## src/rtl/aes128_pkg.sv

```systemverilog
// Shared AES-128 definitions: block width constants, the block type and a
// byte-extraction helper used by anything that serializes a block.
// No ports; imported with `import aes128_pkg::*;`.
package aes128_pkg;

  localparam int AES_BLOCK_BITS  = 128;
  localparam int AES_BLOCK_BYTES = 16;

  typedef logic [AES_BLOCK_BITS-1:0] aes_block_t;

  // Byte idx of a block, MSB first: idx 0 -> blk[127:120], idx 15 -> blk[7:0].
  function automatic logic [7:0] block_byte(input aes_block_t blk, input logic [3:0] idx);
    aes_block_t sh;
    sh = blk << {idx, 3'b000};
    return sh[AES_BLOCK_BITS-1 -: 8];
  endfunction

endpackage

```

## src/rtl/aes128_block_fifo.sv

```systemverilog
// Synchronous FIFO of aes_block_t entries.
// Ports:
//   clk, reset_n       : clock, asynchronous active-low reset (pointers only)
//   push, wr_data      : write request and block to enqueue
//   pop                : remove head entry
//   full, empty        : status
//   head               : current head entry (valid while !empty)
// A push while full is accepted only when a pop happens in the same cycle.
module aes128_block_fifo
  import aes128_pkg::*;
#(
  parameter int DEPTH = 2
) (
  input  logic       clk,
  input  logic       reset_n,
  input  logic       push,
  input  aes_block_t wr_data,
  input  logic       pop,
  output logic       full,
  output logic       empty,
  output aes_block_t head
);

  localparam int AW = $clog2(DEPTH);

  // Extra MSB on each pointer distinguishes full from empty when the
  // index bits match.
  logic [AW:0] wr_ptr_q, wr_ptr_d;
  logic [AW:0] rd_ptr_q, rd_ptr_d;
  aes_block_t  mem_q [DEPTH];

  logic do_push;
  logic do_pop;

  assign empty   = (wr_ptr_q == rd_ptr_q);
  assign full    = (wr_ptr_q[AW] != rd_ptr_q[AW]) &&
                   (wr_ptr_q[AW-1:0] == rd_ptr_q[AW-1:0]);
  assign do_pop  = pop & ~empty;
  assign do_push = push & (~full | do_pop);
  assign head    = mem_q[rd_ptr_q[AW-1:0]];

  always_comb begin
    wr_ptr_d = wr_ptr_q;
    rd_ptr_d = rd_ptr_q;
    if (do_push) wr_ptr_d = wr_ptr_q + 1'b1;
    if (do_pop)  rd_ptr_d = rd_ptr_q + 1'b1;
  end

  always_ff @(posedge clk or negedge reset_n) begin
    if (!reset_n) begin
      wr_ptr_q <= '0;
      rd_ptr_q <= '0;
    end else begin
      wr_ptr_q <= wr_ptr_d;
      rd_ptr_q <= rd_ptr_d;
    end
  end

  // Storage is data only; emptiness is tracked by the pointers.
  // On pop-then-push when full the write lands in the slot being vacated.
  always_ff @(posedge clk) begin
    if (do_push) mem_q[wr_ptr_q[AW-1:0]] <= wr_data;
  end

endmodule

```

## src/rtl/aes128_out_serializer.sv

```systemverilog
// Captures each finished AES-128 block (rising edge of aes_ready) into a
// block FIFO and streams it out MSB-first as bytes over valid/ready.
// Ports:
//   clk, reset_n        : clock, asynchronous active-low reset
//   aes_ready, aes_out  : core result strobe (level) and 128-bit result
//   m_data, m_valid     : output byte stream
//   m_ready             : consumer accept
//   m_last              : marks byte 15 of a block
//   overflow            : sticky, a block was dropped on a full FIFO
//   drop_count          : saturating count of dropped blocks
module aes128_out_serializer
  import aes128_pkg::*;
#(
  parameter int DEPTH  = 2,
  parameter int DROP_W = 8
) (
  input  logic              clk,
  input  logic              reset_n,
  input  logic              aes_ready,
  input  logic [127:0]      aes_out,
  output logic [7:0]        m_data,
  output logic              m_valid,
  input  logic              m_ready,
  output logic              m_last,
  output logic              overflow,
  output logic [DROP_W-1:0] drop_count
);

  function automatic logic [DROP_W-1:0] sat_inc(input logic [DROP_W-1:0] v);
    return (&v) ? v : v + 1'b1;
  endfunction

  logic              rdy_q,      rdy_d;
  logic [3:0]        idx_q,      idx_d;
  logic              overflow_q, overflow_d;
  logic [DROP_W-1:0] drop_q,     drop_d;

  logic       fifo_full;
  logic       fifo_empty;
  aes_block_t fifo_head;

  logic capture;
  logic xfer;
  logic pop;
  logic push_ok;

  // A level-high aes_ready yields one capture; rdy_q resets to 0 so a level
  // already high at reset release also counts.
  assign capture = aes_ready & ~rdy_q;
  assign xfer    = m_valid & m_ready;
  assign pop     = xfer & (idx_q == 4'd15);
  assign push_ok = capture & (~fifo_full | pop);

  always_comb begin
    rdy_d      = aes_ready;
    idx_d      = idx_q;
    overflow_d = overflow_q;
    drop_d     = drop_q;
    if (xfer) idx_d = idx_q + 4'd1;  // wraps 15 -> 0 together with the pop
    if (capture && !push_ok) begin
      overflow_d = 1'b1;
      drop_d     = sat_inc(drop_q);
    end
  end

  always_ff @(posedge clk or negedge reset_n) begin
    if (!reset_n) begin
      rdy_q      <= 1'b0;
      idx_q      <= 4'd0;
      overflow_q <= 1'b0;
      drop_q     <= '0;
    end else begin
      rdy_q      <= rdy_d;
      idx_q      <= idx_d;
      overflow_q <= overflow_d;
      drop_q     <= drop_d;
    end
  end

  aes128_block_fifo #(
    .DEPTH(DEPTH)
  ) u_fifo (
    .clk    (clk),
    .reset_n(reset_n),
    .push   (push_ok),
    .wr_data(aes_out),
    .pop    (pop),
    .full   (fifo_full),
    .empty  (fifo_empty),
    .head   (fifo_head)
  );

  // Outputs depend only on registered state; m_data is forced to zero while
  // empty so stale storage never shows up on the bus.
  assign m_valid    = ~fifo_empty;
  assign m_last     = ~fifo_empty & (idx_q == 4'd15);
  assign m_data     = fifo_empty ? 8'h00 : block_byte(fifo_head, idx_q);
  assign overflow   = overflow_q;
  assign drop_count = drop_q;

endmodule

```

## config.mk

```make
export PLATFORM = sky130hd
export DESIGN_NAME = aes128_out_serializer
export DESIGN_NICKNAME = d
export VERILOG_FILES = /design/src/rtl/aes128_pkg.sv /design/src/rtl/aes128_block_fifo.sv /design/src/rtl/aes128_out_serializer.sv
export SDC_FILE = /design/constraint.sdc
export NUM_CORES = 1
export LEC_CHECK = 0
export BUFFER_PORTS_ARGS = -buffer_cell sky130_fd_sc_hd__buf_2
export CORE_MARGIN = 10
export CORE_UTILIZATION = 45
export CTS_BUF_LIST = sky130_fd_sc_hd__clkbuf_4 sky130_fd_sc_hd__clkbuf_8 sky130_fd_sc_hd__clkbuf_16
export DETAILED_ROUTE_END_ITERATION = 6
export HOLD_SLACK_MARGIN = 0.1
export RECOVER_POWER = 100
export SYNTH_ARGS = -nofsm -noshare
export SYNTH_HDL_FRONTEND = slang
export SYNTH_SLANG_ARGS = --single-unit
export TNS_END_PERCENT = 100
```

## constraint.sdc

```tcl
create_clock -name clk -period 8.5 [get_ports clk]
set_input_delay 1.7 -clock clk [delete_from_list [all_inputs] [get_ports clk]]
set_output_delay 1.7 -clock clk [all_outputs]
set_load 0.03 [all_outputs]
```

==> results.txt <==
H-tree depth: 1
Final min period: 5.979 ns
Fmax: 0.1672 GHz
Vias: 5378
Register area share after synthesis: 0.7484
Syn avg cell area: 21.97 um2
CTS tree: done
Input/output buffers: 150
Core ar.: 23610 um2
DR WL/cell: 23.23 um
Initial core utilization: 0.4605
Root buffer cell: clkbuf_16
DRC viols: 0
Clock buffer depth: 3
Worst Skew: 0.009031 ns
Endpoints failing hold: 0
Violated checks: capacitance limit, slew limit
First-pass GRT wire length: 34.78 mm
PwrDens: 352.3 nW/um2
Max-cap violation count: 5
DR pass1 iterations: 5
Max Slew Vio Count: 289
Layout cell share with drive strength beyond 1: 0.1551
Number of synthesized register bits: 274
Commonest cells after routing, fill and taps aside: edfxtp_1, clkbuf_1, mux2i_1, mux4_1, clkbuf_16
Crit path kind: register to register
Clock sinks: 274
Final GP Congestion: 0.7936
Mapped Area: 10870 um2
Design Area, Final: 12610 um2
Post-CTS sizing: 0
Syn Nets: 629
GR Util All Layers: 0.1456
Antenna violations before repair: 0
Status: finished with violations
Die width: 175.4 um
CP required: 8.60 ns
Rel. slew slack: -1.657
Tightest Pin Transition: 3.985 ns
Post-CTS setup buffers: 0
Clk pin slew, worst setup/hold paths: 0.06 ns
Netlist cell types: 39
Max VDD drop: 0.1826 mV
Largest net degree at the start of global routing: 90
Warnings, synthesis: 0
Nets: 789
Total grt overflow: 0
Top Ports: 151
Crit. End Element: register
Total CTS buffers: 28
Crit share post-route: 0.7035
Hold_buf cts: 0
Worst Path Max Fanout: 89
Worst-Skew Late Latency: 0.52 ns
Diodes inserted: 0
Vias per inst: 5.400
Hold WC Path Type: register to register
Die height: 175.4 um
HPWL after DPL: 15.74 mm
Setup-failing EPs final: 0
Row cnt: 56
Multi-input gate area: 2436 um2
Fill cells: 1924
Synth-to-Final Area Change: 15.94%
Commonest non-fill, non-tap cell in the layout: edfxtp_1
DRT iter0 DRCs: 440
Final wirelength: 23.14 mm
Syn Inst Count: 495
Vias in the first global route: 5891
FF+latch area: 8143 um2
Die area: 30780 um2
RSZ-0062 raised after global routing: false
Minimum hold slack: 0.4884 ns
Setup tns final: 0 ns
Post-Place Cell Area: 11820 um2
LEAKAGE: 0.004258 uW
CP arrival: 6.08 ns
Critical Path Source Type: register
Post-Route Utilization: 0.5339
Post-route antenna net violation count: 0
==> through the flow <==
stage / std cells / power [uW] / setup WS [ns]
after global placement: 944 / 3201 / 4.128
after global routing: 996 / 4662 / 1.941
after CTS: 996 / 4523 / 3.552
after detailed placement: 944 / 3228 / 4.124
after floorplan: 495 / 2920 / 0.4617
final: 996 / 4441 / 2.521
==> critical path, stage by stage, from the launching register on <==
cell	delay, ns
dfrtp_1	0.32
clkbuf_1	1.33
xor2_1	0.20
a211o_1	0.32
and3_1	1.47
clkbuf_2	1.83
==> cells in the mapped netlist, drive strengths merged <==
cell type	number	area, um2
a211o	1	8.760
a221o	8	80.08
a221oi	6	52.55
a22oi	8	60.06
a31oi	8	50.05
and2	3	18.77
and3	4	25.02
buf	22	251.5
clkbuf	3	11.26
dfrtp	18	450.4
edfxtp	256	7687
ha	2	25.02
inv	2	10.01
mux2	4	45.04
mux2i	32	320.3
mux4	56	1381
nand2	12	45.04
nand2b	2	12.51
nand3	4	20.02
nand4	3	18.77
nor2	5	18.77
nor2b	4	25.02
nor3	6	35.03
nor4	2	33.78
o2111ai	2	17.52
o21ai	6	30.03
o21bai	1	7.510
xnor2	8	70.07
xor2	7	61.31
==> layer usage <==
| layer | part of all wire | routed length [um] | global-route usage | up-vias |
|---|---|---|---|---|
| li1 | - | - | - | 2424 |
| met5 | 0 | 0 | 0 | - |
| met4 | 0.019 | 434 | 0.03356 | 0 |
| met3 | 0.070 | 1628 | 0.03774 | 33 |
| met1 | 0.42 | 9638 | 0.1885 | 2750 |
| met2 | 0.49 | 11430 | 0.2418 | 171 |
==> worst paths after layout <==
check | startpoint | endpoint | slack [ns] | cells past startpoint
setup / recovery | u_fifo.rd_ptr_q[0] | u_fifo.mem_q[1][1] | 2.52 | 5
hold / removal | u_fifo.wr_ptr_q[1] | u_fifo.wr_ptr_q[1] | 0.49 | 1
setup reg to reg | u_fifo.rd_ptr_q[0] | u_fifo.mem_q[1][1] | 2.52 | 5
hold reg to reg | u_fifo.wr_ptr_q[1] | u_fifo.wr_ptr_q[1] | 0.49 | 1
max in group asynchronous | reset_n | idx_q[0] | 6.49 | 1
min in group asynchronous | reset_n | u_fifo.wr_ptr_q[0] | 1.31 | 1
==> kinds of logic after synthesis <==
family	synth area share
AO/OA/AOI/OAI	0.02819
XOR/XNOR	0.01208
adder cells (fa/ha/maj)	0.002301
buffers and inverters	0.02509
flip-flops	0.7484
multiplexers	0.1606
AND/OR/NAND/NOR	0.02324
==> layout make-up <==
class / count / share of cell area
Inverter: 2 / 0.0007940
Clock buffer: 33 / 0.05995
Timing Repair Buffer: 155 / 0.04923
Sequential cell: 274 / 0.6460
Multi-Input combinational cell: 194 / 0.1933
Tap cell: 319 / 0.03166
Clock inverter: 19 / 0.01916
==> sequential cells by signal (all words and copies together) (netlist names) <==
| register | flops |
|---|---|
| u_fifo.wr_ptr_q | 2 |
| rdy_q | 1 |
| idx_q | 4 |
| overflow | 1 |
| u_fifo.mem_q | 256 |
| drop_count | 8 |
| u_fifo.rd_ptr_q | 2 |
==> power by group <==
| part | internal (uW) | leakage, uW | switching [uW] | total, uW |
|---|---|---|---|---|
| Clock | 814 | 0.000496 | 475 | 1290 |
| Combinational | 503 | 0.00120 | 746 | 1250 |
| Sequential | 1750 | 0.00256 | 155 | 1900 |
Note: power is estimated with default switching activity, not from simulation.
